`src/rtl/sprite_attr_scanner.sv`:
```
// rtl/sprite_attr_scanner.sv - per-scanline sprite attribute fetch and vertical hit scanner; optional per-line record limit under SPR_LIMIT_EN
module sprite_attr_scanner #(
  parameter int ADDR_W   = 7,
  parameter int SPR_CNT  = 24,
  parameter int MAX_HITS = 8
) (
  input  logic              clock,
  input  logic              reset_n,
  input  logic              line_start,
  input  logic [7:0]        line,
  output logic [ADDR_W-1:0] ram_addr,
  output logic              ram_en,
  input  logic [7:0]        ram_q,
  output logic              spr_valid,
  input  logic              spr_ready,
  output logic [7:0]        spr_code,
  output logic [7:0]        spr_attr,
  output logic [7:0]        spr_x,
  output logic [4:0]        spr_yoff,
  output logic              busy,
`ifdef SPR_LIMIT_EN
  output logic              overflow,
`endif
  output logic              done
);

  localparam int IDX_W = ADDR_W - 2;
  localparam logic [IDX_W-1:0] LAST_IDX = IDX_W'(SPR_CNT - 1);

  // Reject parameter sets the entry index or the limit counter cannot represent.
  if (SPR_CNT < 1 || SPR_CNT > (1 << IDX_W) || MAX_HITS < 1) begin : g_param_check
    $error("sprite_attr_scanner: SPR_CNT or MAX_HITS out of range");
  end

  typedef enum logic [2:0] {
    S_IDLE,
    S_FETCH,
    S_CHECK,
    S_EMIT,
    S_NEXT
  } state_t;

  state_t           state;
  state_t           state_d;
  logic [IDX_W-1:0] idx;
  logic [2:0]       k;
  logic [7:0]       line_q;
  logic [7:0]       byte0;
  logic [7:0]       byte1;
  logic [7:0]       byte2;
  logic [7:0]       byte3;
  logic [7:0]       yoff;
  logic             hit;
  logic             last;
  logic             advance;
  logic             finish;

`ifdef SPR_LIMIT_EN
  localparam int CNT_W = $clog2(MAX_HITS + 1);
  logic [CNT_W-1:0] hit_cnt;
  logic             limit_stop;
`endif

  // Vertical hit test: 8-bit wrap-around distance from the sprite top to the latched line.
  always_comb begin
    yoff = line_q - byte2;
    hit  = yoff < (byte1[7] ? 8'd32 : 8'd16);
    last = (idx == LAST_IDX);
  end

  // State register.
  always_ff @(posedge clock or negedge reset_n) begin
    if (!reset_n) begin
      state <= S_IDLE;
    end else begin
      state <= state_d;
    end
  end

  // Next-state logic; a miss resolves the next entry directly from CHECK so it costs no extra cycle.
  always_comb begin
    state_d = state;
    advance = 1'b0;
    finish  = 1'b0;
`ifdef SPR_LIMIT_EN
    limit_stop = 1'b0;
`endif
    case (state)
      S_IDLE: begin
        if (line_start) state_d = S_FETCH;
      end
      S_FETCH: begin
        if (k == 3'd4) state_d = S_CHECK;
      end
      S_CHECK: begin
        if (hit) begin
          state_d = S_EMIT;
        end else if (last) begin
          finish  = 1'b1;
          state_d = S_IDLE;
        end else begin
          advance = 1'b1;
          state_d = S_FETCH;
        end
      end
      S_EMIT: begin
        if (spr_ready) begin
          state_d = S_NEXT;
`ifdef SPR_LIMIT_EN
          if (hit_cnt == CNT_W'(MAX_HITS - 1)) begin
            limit_stop = 1'b1;
            finish     = 1'b1;
            state_d    = S_IDLE;
          end
`endif
        end
      end
      S_NEXT: begin
        if (last) begin
          finish  = 1'b1;
          state_d = S_IDLE;
        end else begin
          advance = 1'b1;
          state_d = S_FETCH;
        end
      end
      default: state_d = S_IDLE;
    endcase
    // A new line start always wins: abandon the current scan and restart at entry 0.
    if (line_start && state != S_IDLE) begin
      state_d = S_FETCH;
      advance = 1'b0;
      finish  = 1'b0;
`ifdef SPR_LIMIT_EN
      limit_stop = 1'b0;
`endif
    end
  end

  // Datapath: latched line, entry index, fetch sub-counter, captured entry bytes and done pulse.
  always_ff @(posedge clock or negedge reset_n) begin
    if (!reset_n) begin
      line_q <= '0;
      idx    <= '0;
      k      <= '0;
      byte0  <= '0;
      byte1  <= '0;
      byte2  <= '0;
      byte3  <= '0;
      done   <= 1'b0;
    end else begin
      done <= finish;
      if (line_start) begin
        line_q <= line;
        idx    <= '0;
        k      <= '0;
      end else begin
        if (state == S_FETCH) begin
          k <= k + 3'd1;
          case (k)
            3'd1:    byte0 <= ram_q;
            3'd2:    byte1 <= ram_q;
            3'd3:    byte2 <= ram_q;
            3'd4:    byte3 <= ram_q;
            default: ;
          endcase
        end else begin
          k <= '0;
        end
        if (advance) idx <= idx + 1'b1;
      end
    end
  end

`ifdef SPR_LIMIT_EN
  // Per-line transfer count; overflow flags that entries were left unscanned when the limit hit.
  always_ff @(posedge clock or negedge reset_n) begin
    if (!reset_n) begin
      hit_cnt  <= '0;
      overflow <= 1'b0;
    end else if (line_start) begin
      hit_cnt  <= '0;
      overflow <= 1'b0;
    end else begin
      if (state == S_EMIT && spr_ready) hit_cnt <= hit_cnt + 1'b1;
      if (limit_stop) overflow <= !last;
    end
  end
`endif

  assign ram_en    = (state == S_FETCH) && (k <= 3'd3);
  assign ram_addr  = ram_en ? {idx, k[1:0]} : '0;
  assign busy      = (state != S_IDLE);
  assign spr_valid = (state == S_EMIT);
  assign spr_code  = byte0;
  assign spr_attr  = byte1;
  assign spr_x     = byte3;
  assign spr_yoff  = yoff[4:0];

endmodule

```
`config.mk`:
```
export PLATFORM = sky130hd
export DESIGN_NAME = sprite_attr_scanner
export DESIGN_NICKNAME = d
export VERILOG_FILES = /design/src/rtl/sprite_attr_scanner.sv
export SDC_FILE = /design/constraint.sdc
export NUM_CORES = 1
export LEC_CHECK = 0
export BUFFER_PORTS_ARGS = -buffer_cell sky130_fd_sc_hd__buf_2
export CORE_ASPECT_RATIO = 2
export CORE_MARGIN = 2
export CORE_UTILIZATION = 25
export DETAILED_ROUTE_END_ITERATION = 10
export GPL_TIMING_DRIVEN = 0
export SLEW_MARGIN = 20
export SYNTH_ARGS = -nofsm -noshare
export SYNTH_HDL_FRONTEND = slang
export SYNTH_SLANG_ARGS = --single-unit
export TNS_END_PERCENT = 5
```
`constraint.sdc`:
```
create_clock -name clock -period 3.95 [get_ports clock]
set_input_delay 0.395 -clock clock [delete_from_list [all_inputs] [get_ports clock]]
set_output_delay 0.395 -clock clock [all_outputs]
set_load 0.03 [all_outputs]
```
==> After elaboration in Yosys (flattened, before gate mapping) <==
Index checks and enable logic that the tools add are counted.
{ "word_totals": {"inputBits": 20, "register_bits": 52, "out_inout_bits": 40} }
{ "classes": {"mux": 21, "n_reduce_logical": 10, "bitwise_logic": 1, "magnitude_cmp": 2, "n_addsub": 3, "n_eq_ne": 12} }
{ "ops": {"columns": ["operator", "count"], "rows": [
  ["3-bit two-way mux", 6],
  ["3-bit case mux with 5 select lines", 1],
  ["3-bit AND reduction", 5],
  ["3-bit by 2-bit equality test with 1-bit output, second input constant", 4],
  ["5-bit two-way mux", 2],
  ["8-bit by 6-bit less-than comparator with 1-bit output", 1],
  ["8-bit subtractor", 1],
  ["1-bit two-way mux", 7],
  ["7-bit two-way mux", 1],
  ["3-bit by 1-bit equality test with 1-bit output, second input constant", 2],
  ["3-bit equality test, second input constant", 2],
  ["6-bit two-way mux", 1],
  ["3-bit != test, second input constant", 2],
  ["5-bit by 1-bit adder with 5-bit output, second input constant", 1],
  ["5-bit equality test, second input constant", 1],
  ["1-bit case mux with 2 select lines", 2],
  ["3-bit by 1-bit adder with 3-bit output, second input constant", 1],
  ["3-bit by 2-bit less-or-equal comparator with 1-bit output, second input constant", 1],
  ["3-bit logical NOT", 1],
  ["3-bit by 1-bit != test with 1-bit output, second input constant", 1],
  ["3-bit nonzero test", 1],
  ["1-bit logical AND", 2],
  ["2-bit two-way mux", 1],
  ["2-bit nonzero test", 1],
  ["1-bit NOT", 1]
]} }

==> Depth between registers and ports, before layout <==
Gate-level depths: netlist of run 1.
{ "depth": {"ltp_word": 7, "mapped_depth": 13, "mapped_depth_nobuf": 13} }

==> Worst setup path before layout of run 1 <==
OpenSTA, ideal clock, no wires.
{ "synth_timing": {"path_type": "reg2reg", "startpoint": "register line_q[2]", "endpoint": "register idx[3]", "period_less_slack_ns": 2.731, "required_time_ns": 3.822, "setup_slack_ns": 1.219, "t_arrival_ns": 2.603, "stages_incl_launch_ff": 13, "cell_sequence": "dfrtp_1 -> ha_1 -> o21ai_0 -> a21oi_1 -> o21a_1 -> nor2_1 -> xnor2_1 -> ha_1 -> nor2_1 -> mux2i_1 -> o41ai_4 -> a211oi_1 -> mux2_1"} }
{ "synth_via": {"elab_chain_cells": 6} }
{ "synth_lines": {"columns": ["item", "line", "rtl"], "rows": [
  ["from (decl)", "47", "logic [7:0] line_q;"],
  ["from (signal assigned)", "154", "line_q <= line;"],
  ["8-bit subtractor", "66", "yoff = line_q - byte2;"],
  ["8-bit by 6-bit less-than comparator with 1-bit output", "67", "hit = yoff < (byte1[7] ? 8'd32 : 8'd16);"],
  ["1-bit two-way mux", "96", "if (hit) begin"],
  ["1-bit case mux with 2 select lines", "88", "case (state)"],
  ["1-bit two-way mux", "130", "if (line_start && state != S_IDLE) begin"],
  ["2-bit nonzero test (no source line)", null, null],
  ["to (signal assigned)", "170", "if (advance) idx <= idx + 1'b1;"],
  ["to (decl)", "45", "logic [IDX_W-1:0] idx;"]
]} }
Every way passes these cells.
A chain may end at the register's enable or synchronous reset.

==> Final worst setup path of run 1 <==
Same ends and word-level chain as after synthesis.

==> results.txt, run 1 <==
Total number of vias = 1952
Number of vias per cell = 4.48
Syn Std Cell Area = 2710 um^2
Clk_skew = 0.00652 ns
Core area = 10500 um^2
Final Critical Period = 3.00 ns
Initial DRC Count = 81
Yosys reg bits = 52
PortBufs = 59
Rel. slew slack = 46.6%
1st-pass router iterations = 4
RR Startpoint = line_q[2]
GPL Wtd Cong = 0.804
Placed cell area = 3170 um^2
Slowest-stage cell, CP = dfrtp_1
Final hold vios = 0
DR DRC count = 0
List of most frequent post-synthesis cells = 52 x dfrtp_1, 36 x mux2_2, 17 x inv_1, 16 x nor2_1, 14 x ha_1
Final setup fails = 0
Area contributors post-synth = dfrtp_1 48%, mux2_2 15%, ha_1 6.5%
WS Path Type = register to register
Cell taking the most area after synthesis = dfrtp_1
Reg2reg setup slack = 0.95 ns
Placed Cells = 429
First-pass GRT wire length = 10300 um
Prevailing post-synth register cell = dfrtp_1
Num ports = 60
RSZ-0062 raised after global routing = no
P_leak = 1.56 nW
Largest net degree at the start of global routing = 53
Worst-path maximum fanout = 4
Unique masters post-synth = 46
Cts repair resizes = 0
Post-Syn Nets = 268
Max-Cap Viols = 0
Status = complete, no violations
Routed Antenna Nets = 0
Total GRT Usage = 11.6%
Slew Limit Fails = 0
Layout cells sized above 1 = 36.1%
Die Y = 151 um
CTS Sinks = 52
Power Density = 813 nW/um^2
Area Growth Syn to Fin = 22.3%
DP Worst Slack = 0.923 ns
CTS max path bufs = 2
Avg Inst Size Synth = 11.6 um^2
CTS root buffer = clkbuf_16
Die Area = 11700 um^2
Wire per inst = 14.7 um
Final TNS setup = 0 ns
CTS Hold Bufs = 0
Clk slew on worst S/H paths = 0.07 ns
Reg2reg path depth = 12
Asr flop ratio synth = 100%
Starting Density = 25.7%
Die Wd = 77.6 um
Initial antenna violation count = 0
Pwr Total = 2.69 mW
Detailed Route WL = 6390 um
Vias in the first global route = 2081
Fin area = 3310 um^2
Sequential area share after synthesis = 48.1%
Nets = 334
Fillers = 1100
Slowest stage delay, CP = 0.38 ns
Final worst slack = 0.948 ns
H-tree Lvls = 2
Post-route insts no fill = 436
Peak Freq = 333 MHz
CTS tree = yes
Global route overflow = 0
Worst skew pair latency = 0.29 ns
R2r endpoint = idx[3]
EDFF count, synth = 0
Worst path cell trace = ha_1, o21ai_0, a21oi_1, o21a_1, nor2_1, xnor2_1, ha_1, nor2_1, mux2i_1, o41ai_4, a211oi_1, mux2_1
Req. time, crit path = 4.13 ns
Slew @ Worst Pin = 0.798 ns
Most frequent cell after synthesis = dfrtp_1
Area share of the largest cell type after synthesis = 48.1%
CP Capture Type = register
Startpoint Class = register
WP data arrival = 3.18 ns
TritonCTS Buffers = 5
Num rows = 53
Setup repair bufs after CTS = 0
Yosys Warn Count = 0
Worst min path class = input pin to asynchronous set/reset pin
Peak supply drop = 0.422 mV
Tcrit/Tclk final = 76.0%
Post-DP HPWL = 5010 um
Syn Inst Count = 233
# diodes = 0
[worst max path at each step]
stage	start	to	slack, ns	cells past startpoint
floorplan	line_q[2]	idx[3]	1.22	12
global placement	line_q[2]	idx[3]	0.97	12
detailed placement	line_q[2]	idx[3]	0.92	12
CTS	line_q[2]	idx[3]	0.92	12
global route	line_q[2]	idx[3]	0.68	12
finish	line_q[2]	idx[3]	0.95	12
[state kept, by name, indices dropped and copies added, names as in the netlist]
register / flops
line_q: 8
spr_code: 8
k: 3
state: 3
byte2: 8
done: 1
idx: 5
spr_x: 8
spr_attr: 8
[critical path, delay by kind of cell (launching register included)]
family / cells / cell delay (ns)
AO/OA/AOI/OAI: 5 / 0.94
AND/OR/NAND/NOR: 2 / 0.16
adder cells (fa/ha/maj): 2 / 0.55
XOR/XNOR: 1 / 0.14
multiplexers: 2 / 0.70
flip-flops: 1 / 0.38
[kinds of logic (layout without fill, tap and decap cells)]
family / count (synthesis) / after routing / share of synthesized area (%)
AOI/OAI and AO/OA: 33 / 33 / 8.93
xor gates and xnor gates: 5 / 5 / 1.62
adders and majority gates: 15 / 15 / 7.22
buffers and inverters: 22 / 88 / 3.38
DFF: 52 / 52 / 48.1
muxes: 43 / 43 / 17.9
and+or+nand+nor: 63 / 63 / 12.8
[routing by layer]
metal	share of wire [%]	vias up	global-route usage (%)
met5	0	-	0
met4	3.4	0	6.43
met3	1.5	12	1.13
met2	59	35	23.3
met1	36	942	11.3
li1	-	963	-
[placed cells by master (no fill, tap or decap), drive strengths merged, types with 2 or more instances in the layout]
master,n
buf,62
dfrtp,52
mux2,41
inv,17
nor2,16
ha,14
a21oi,9
clkbuf,8
and2,7
nand2,7
o21ai,6
nor4,5
or3,4
nor3,4
nand3,4
nand2b,3
a211oi,3
xor2,3
o21a,3
or4,3
a21o,3
xnor2,2
nor2b,2
and3,2
mux2i,2
nand3b,2
a31oi,2
a221oi,2
[layout make-up]
cell class	count	area [um^2]	share of cell area [%]
Tap cell	137	171	5.18
Clock buffer	6	129	3.90
Multi-Input combinational cell	159	1310	39.7
Timing Repair Buffer	59	298	9.00
Clock inverter	1	5.00	0.151
Inverter	17	63.8	1.93
Sequential cell	52	1300	39.3
Buffer	5	27.5	0.832
[stage by stage]
stage	hold slack, ns	util [%]
after floorplan	0.0994	-
after global placement	0.471	30.1
after detailed placement	0.475	30.1
after CTS	0.166	31.4
after global routing	0.200	31.4
final	0.133	31.4
[power by group]
group	leakage [nW]	internal, mW	total, mW	switching [mW]
sequential	0.645	0.721	0.832	0.111
clock	0.0667	0.231	0.415	0.185
combinational	0.843	0.520	1.44	0.924
(Power assumes the default switching activity.)
==> run 2: changes to the inputs <==
- clock period: 3.95 -> 2.9 ns (I/O delays scaled with it)
==> run 2 against run 1 <==
Compared with the run above: non-clock buffer count is 6 higher; count of clock-buffer cells in the layout stayed put; via count is 2.6% higher; combinational power is 54% higher; worst setup slack worse by 0.86 ns; sequential power is 37% higher; clock power is 36% higher; design area is 4.3% higher; hold slack worse by 0.11 ns; power is 46% higher.
==> results.txt, run 2 (same netlist as run 1, synthesis figures left out) <==
CP Capture Type = register
Commonest non-fill, non-tap cell in the layout = buf_2
Area Growth Syn to Fin = 27.6%
Nets = 340 (+1.8%)
CTS Sinks = 52 (unchanged)
Highest routed layer = met4
GPL Wtd Cong = 0.804 (unchanged)
Pwr Total = 3.92 mW (+46%)
Tcrit/Tclk final = 96.8% (+21 points)
Final setup fails = 0 (unchanged)
Final TNS setup = 0 ns (unchanged)
Power Density = 1130 nW/um^2 (+40%)
Die Y = 151 um (unchanged)
Num rows = 53 (unchanged)
Clk_skew = 0.00618 ns (-0.000342 ns)
Slew @ Worst Pin = 0.798 ns (-0.0000655 ns)
Slew Limit Fails = 0 (unchanged)
Initial antenna violation count = 0 (unchanged)
Number of vias per cell = 4.53 (+1.2%)
Finished Core Util = 32.7% (+1.4 points)
Worst-path maximum fanout = 6 (+2)
Post-Route M1 WL = 2320 um (+1.3%)
CTS root buffer = clkbuf_16
Peak Freq = 356 MHz (+6.9%)
Fin area = 3450 um^2 (+4.3%)
Global route overflow = 0 (unchanged)
RR Startpoint = line_q[3]
Core area = 10500 um^2 (unchanged)
Fillers = 1088 (-1.1%)
Reg2reg setup slack = 0.09 ns (-0.86 ns)
Final hold vios = 0 (unchanged)
TritonCTS Buffers = 5 (unchanged)
Total number of vias = 2002 (+2.6%)
Layout cells sized above 1 = 41.3% (+5.2 points)
Final worst slack = 0.0914 ns (-0.856 ns)
Wire per inst = 14.8 um (+1.0%)
Starting Density = 25.7% (unchanged)
Placed cell area = 3170 um^2 (unchanged)
Status = complete, no violations
Rel. slew slack = 46.6% (about the same)
Total GRT Usage = 11.6% (+0.038 points)
1st-pass router iterations = 4 (unchanged)
Detailed Route WL = 6550 um (+2.4%)
Die Wd = 77.6 um (unchanged)
Peak supply drop = 0.584 mV (+38%)
Placed Cells = 429 (unchanged)
Reg2reg path depth = 12 (unchanged)
Routed Antenna Nets = 0 (unchanged)
P_leak = 1.59 nW (+2.6%)
Met2 Routed Length = 3840 um (+1.6%)
Post-DP HPWL = 5010 um (unchanged)
Max-Cap Viols = 0 (unchanged)
Startpoint Class = register
DR DRC count = 0 (unchanged)
CTS max path bufs = 2 (unchanged)
CTS tree = yes
Vias in the first global route = 2093 (+0.58%)
Worst skew pair latency = 0.29 ns (about the same)
WS Path Type = register to register
Num ports = 60 (unchanged)
WP data arrival = 2.98 ns (-0.20 ns)
Final Critical Period = 2.81 ns (-0.194 ns)
Post-route insts no fill = 442 (+1.4%)
Largest net degree at the start of global routing = 53 (unchanged)
H-tree Lvls = 2 (unchanged)
Met3 Wirelength = 129 um (+30%)
Clk slew on worst S/H paths = 0.07 ns (about the same)
First-pass GRT wire length = 10300 um (+0.41%)
Worst min path class = input pin to asynchronous set/reset pin
Req. time, crit path = 3.08 ns (-1.05 ns)
Final hold slack = 0.0268 ns (-0.107 ns)
Initial DRC Count = 59 (-27%)
R2r endpoint = idx[3]
Commonest non-fill, non-tap cells in the layout = 59 x buf_2, 52 x dfrtp_1, 36 x mux2_2, 16 x inv_1, 14 x nor2_1
Crit path from = line_q[3]
PortBufs = 59 (unchanged)
Die Area = 11700 um^2 (unchanged)
# diodes = 0 (unchanged)
DP Worst Slack = -0.127 ns (-1.05 ns)
## run 2: changes by cell type in the layout (fill, tap and decap cells not counted), sizes merged
cell / delta
buf: +6
## run 2: final cells by class
type                            count  area, um^2  share of cell area (%)
Timing Repair Buffer               65         343                    9.93
Clock inverter                      1        5.00                   0.145
Multi-Input combinational cell    159        1410                    40.9
Tap cell                          137         171                    4.97
Clock buffer                        6         129                    3.73
Inverter                           17        63.8                    1.85
Sequential cell                    52        1300                    37.7
Buffer                              5        27.5                   0.798
## run 2: worst max-delay path, stage by stage, from the launching register on
cell and delay, ns:
dfrtp_1 0.43, ha_4 0.33, o21ai_4 0.07, a21oi_2 0.14
o21a_1 0.15, nor2_2 0.04, xnor2_1 0.13, ha_1 0.23
nor2_1 0.20, mux2i_4 0.13, o41ai_4 0.41, a211oi_2 0.13
mux2_1 0.31
## run 2: worst max-delay path by stage
stage               endpoint  slack [ns]  cells after the start
detailed placement    idx[3]       -0.13                     12
global route          idx[3]      -0.003                     13
CTS                   idx[3]       0.009                     12
finish                idx[3]        0.09                     12
floorplan             idx[3]        0.17                     12
global placement      idx[3]       -0.08                     12
## run 2: repair_timing
action                                  CTS  global route
hold endpoints to repair                  0             0
setup buffers                             1             5
endpoints found under the setup margin    3             8
resized for setup                         2            16
pin swaps                                 1             8
hold buffers                              0             0
## run 2: routing by layer
layer / vias to the layer above / track usage, %
met3: 14 / 1.13
met2: 47 / 23.4
met5: - / 0
li1: 973 / -
met1: 968 / 11.3
met4: 0 / 6.34
## run 2: power breakdown
| part | switching, mW | total, mW | internal, mW |
|---|---|---|---|
| combinational | 1.37 | 2.22 | 0.850 |
| sequential | 0.154 | 1.14 | 0.982 |
| clock | 0.250 | 0.564 | 0.314 |
| total | 1.77 | 3.92 | 2.15 |
==> run 3: changes to the inputs <==
- RECOVER_POWER: not set -> 25
- SETUP_SLACK_MARGIN: not set -> 0.2
==> run 3 against run 2 <==
Compared with the run above: sequential power about the same; core utilization increased by 0.27 points; sequential share of layout area fell by 0.31 points; fmax up 2.9%; critical path type unchanged.
==> results.txt, run 3 (same netlist as run 1, synthesis figures left out) <==
Status = complete, no violations
First-pass GRT wire length = 10600 um (+2.9%)
Final setup fails = 0 (unchanged)
1st-pass router iterations = 5 (+1)
Worst Path Buf+Inv = 1 (+1)
P_leak = 1.60 nW (+0.17%)
Gr busiest metal = met2
GR met1 Demand/Resource = 10.6% (-0.64 points)
CTS root buffer = clkbuf_16
Starting Density = 25.7% (unchanged)
Die Y = 151 um (unchanged)
Worst path cell trace = inv_2, ha_1, nand2b_1, a21oi_2, o21a_1, nor2_1, xnor2_1, ha_2, nand3_2, nor2_2, o41ai_4, a211oi_2, mux2_1
GPL Wtd Cong = 0.783 (-2.6%)
Slew Limit Fails = 0 (unchanged)
Vias in the first global route = 2192 (+4.7%)
H-tree Lvls = 2 (unchanged)
Met2 usage = 24.8% (+1.4 points)
# diodes = 0 (unchanged)
Die Wd = 77.6 um (unchanged)
Largest net degree at the start of global routing = 53 (unchanged)
CTS Hold Bufs = 0 (unchanged)
Hold Startpoint = line[1]
Worst-path maximum fanout = 3 (-3)
CTS Sinks = 52 (unchanged)
Post-route insts no fill = 441 (-0.23%)
Req. time, crit path = 3.08 ns (about the same)
Layout cells sized above 1 = 42.8% (+1.5 points)
CTS max path bufs = 2 (unchanged)
Routed Antenna Nets = 0 (unchanged)
Slew @ Worst Pin = 1.33 ns (+0.532 ns)
Num ports = 60 (unchanged)
Total GRT Usage = 11.9% (+0.29 points)
Number of vias per cell = 4.62 (+1.9%)
Worst skew pair latency = 0.29 ns (about the same)
CP Capture Type = register
RR Startpoint = byte2[1]
Clk_skew = 0.00653 ns (+0.000357 ns)
Die Area = 11700 um^2 (unchanged)
Slowest stage delay, CP = 0.39 ns (-0.04 ns)
Clk slew on worst S/H paths = 0.07 ns (about the same)
Max-Cap Viols = 0 (unchanged)
Nets = 338 (-0.59%)
Reg2reg setup slack = 0.17 ns (+0.08 ns)
Fillers = 1090 (+0.18%)
Final Critical Period = 2.73 ns (-0.0780 ns)
DR DRC count = 0 (unchanged)
Tcrit/Tclk final = 94.2% (-2.7 points)
Crit path max-delay family = compound AO/OA/AOI/OAI gates
CTS tree = yes
Peak supply drop = 0.558 mV (-4.5%)
WP data arrival = 2.91 ns (-0.07 ns)
Global route overflow = 0 (unchanged)
Initial antenna violation count = 0 (unchanged)
WS Path Type = register to register
RSZ-0062 raised after global routing = yes
Startpoint Class = register
Commonest non-fill, non-tap cell in the layout = buf_2
Hold Path Sink = line_q[1]
TritonCTS Buffers = 5 (unchanged)
Detailed Route WL = 6540 um (-0.15%)
DP Worst Slack = -0.0791 ns (+0.0475 ns)
Wire per inst = 14.8 um (about the same)
R2r endpoint = idx[3]
Commonest non-fill, non-tap cells in the layout = 59 x buf_2, 52 x dfrtp_1, 36 x mux2_2, 15 x inv_1, 13 x nor2_1
Peak Freq = 366 MHz (+2.9%)
Hold Crit Depth = 2
Reg2reg path depth = 13 (+1)
Final hold vios = 0 (unchanged)
PortBufs = 59 (unchanged)
Num rows = 53 (unchanged)
Worst min path class = input pin to register
Placed Cells = 429 (unchanged)
Final worst slack = 0.169 ns (+0.0780 ns)
Initial DRC Count = 104 (+76%)
Total number of vias = 2036 (+1.7%)
Rel. slew slack = 11.3% (-35 points)
Slowest-stage cell, CP = dfrtp_1
Core area = 10500 um^2 (unchanged)
Power Density = 1160 nW/um^2 (+2.2%)
Post-DP HPWL = 5100 um (+1.9%)
Met3 GRT Util = 1.43% (+0.30 points)
Area Growth Syn to Fin = 28.6%
## run 3: changes by cell type in the layout (fill, tap and decap cells not counted), sizes merged
cell    delta
buf        -3
bufinv     +1
clkbuf     +1
## run 3: stage by stage
step	setup TNS [ns]	utilization (%)	instance area (um^2)	hold slack [ns]	total power [mW]
2_1_floorplan	0	-	2710	-0.00559	2.61
3_3_place_gp	-0.0462	30.1	3180	0.471	3.11
3_5_place_dp	-0.0791	30.1	3180	0.377	3.17
4_1_cts	0	32.9	3470	0.0597	4.08
5_1_grt	0	33.0	3480	0.226	4.30
6_report	0	33.0	3480	0.224	4.03
## run 3: routing by layer
layer | up-vias | part of all wire [%]
li1 | 974 | -
met3 | 14 | 2.2
met1 | 1001 | 34
met4 | 0 | 2.9
met5 | - | 0
met2 | 47 | 61
## run 3: timing repair
item / 4_1_cts / 5_1_grt
endpoints found under the setup margin: 8 / 6
pin swaps: 5 / 3
resized for setup: 19 / 2
buffers inserted: 4 / 0
## run 3: layout make-up
type                       instances  area (um^2)  share of cell area (%)
buffer                             5         27.5                   0.791
clock buffer                       6          139                    3.99
clock inverter                     2         38.8                    1.11
inverter                          17         63.8                    1.83
multi-input combinational        159         1410                    40.6
sequential                        52         1300                    37.4
tap                              137          171                    4.93
timing repair buffer              63          325                    9.35
## run 3: worst max path at each step
stage               startpoint     end  slack (ns)  depth (start not counted)
global placement     line_q[2]  idx[3]       -0.05                         12
floorplan            line_q[2]  idx[3]        0.21                         12
detailed placement   line_q[2]  idx[3]       -0.08                         12
CTS                  line_q[2]  idx[3]        0.16                         12
finish                byte2[1]  idx[3]        0.17                         13
global route          byte2[1]  idx[3]        0.06                         13
## run 3: power breakdown
| part | switching (mW) | internal [mW] | total (mW) |
|---|---|---|---|
| clock | 0.271 | 0.433 | 0.704 |
| combinational | 1.37 | 0.833 | 2.20 |
| sequential | 0.151 | 0.981 | 1.13 |
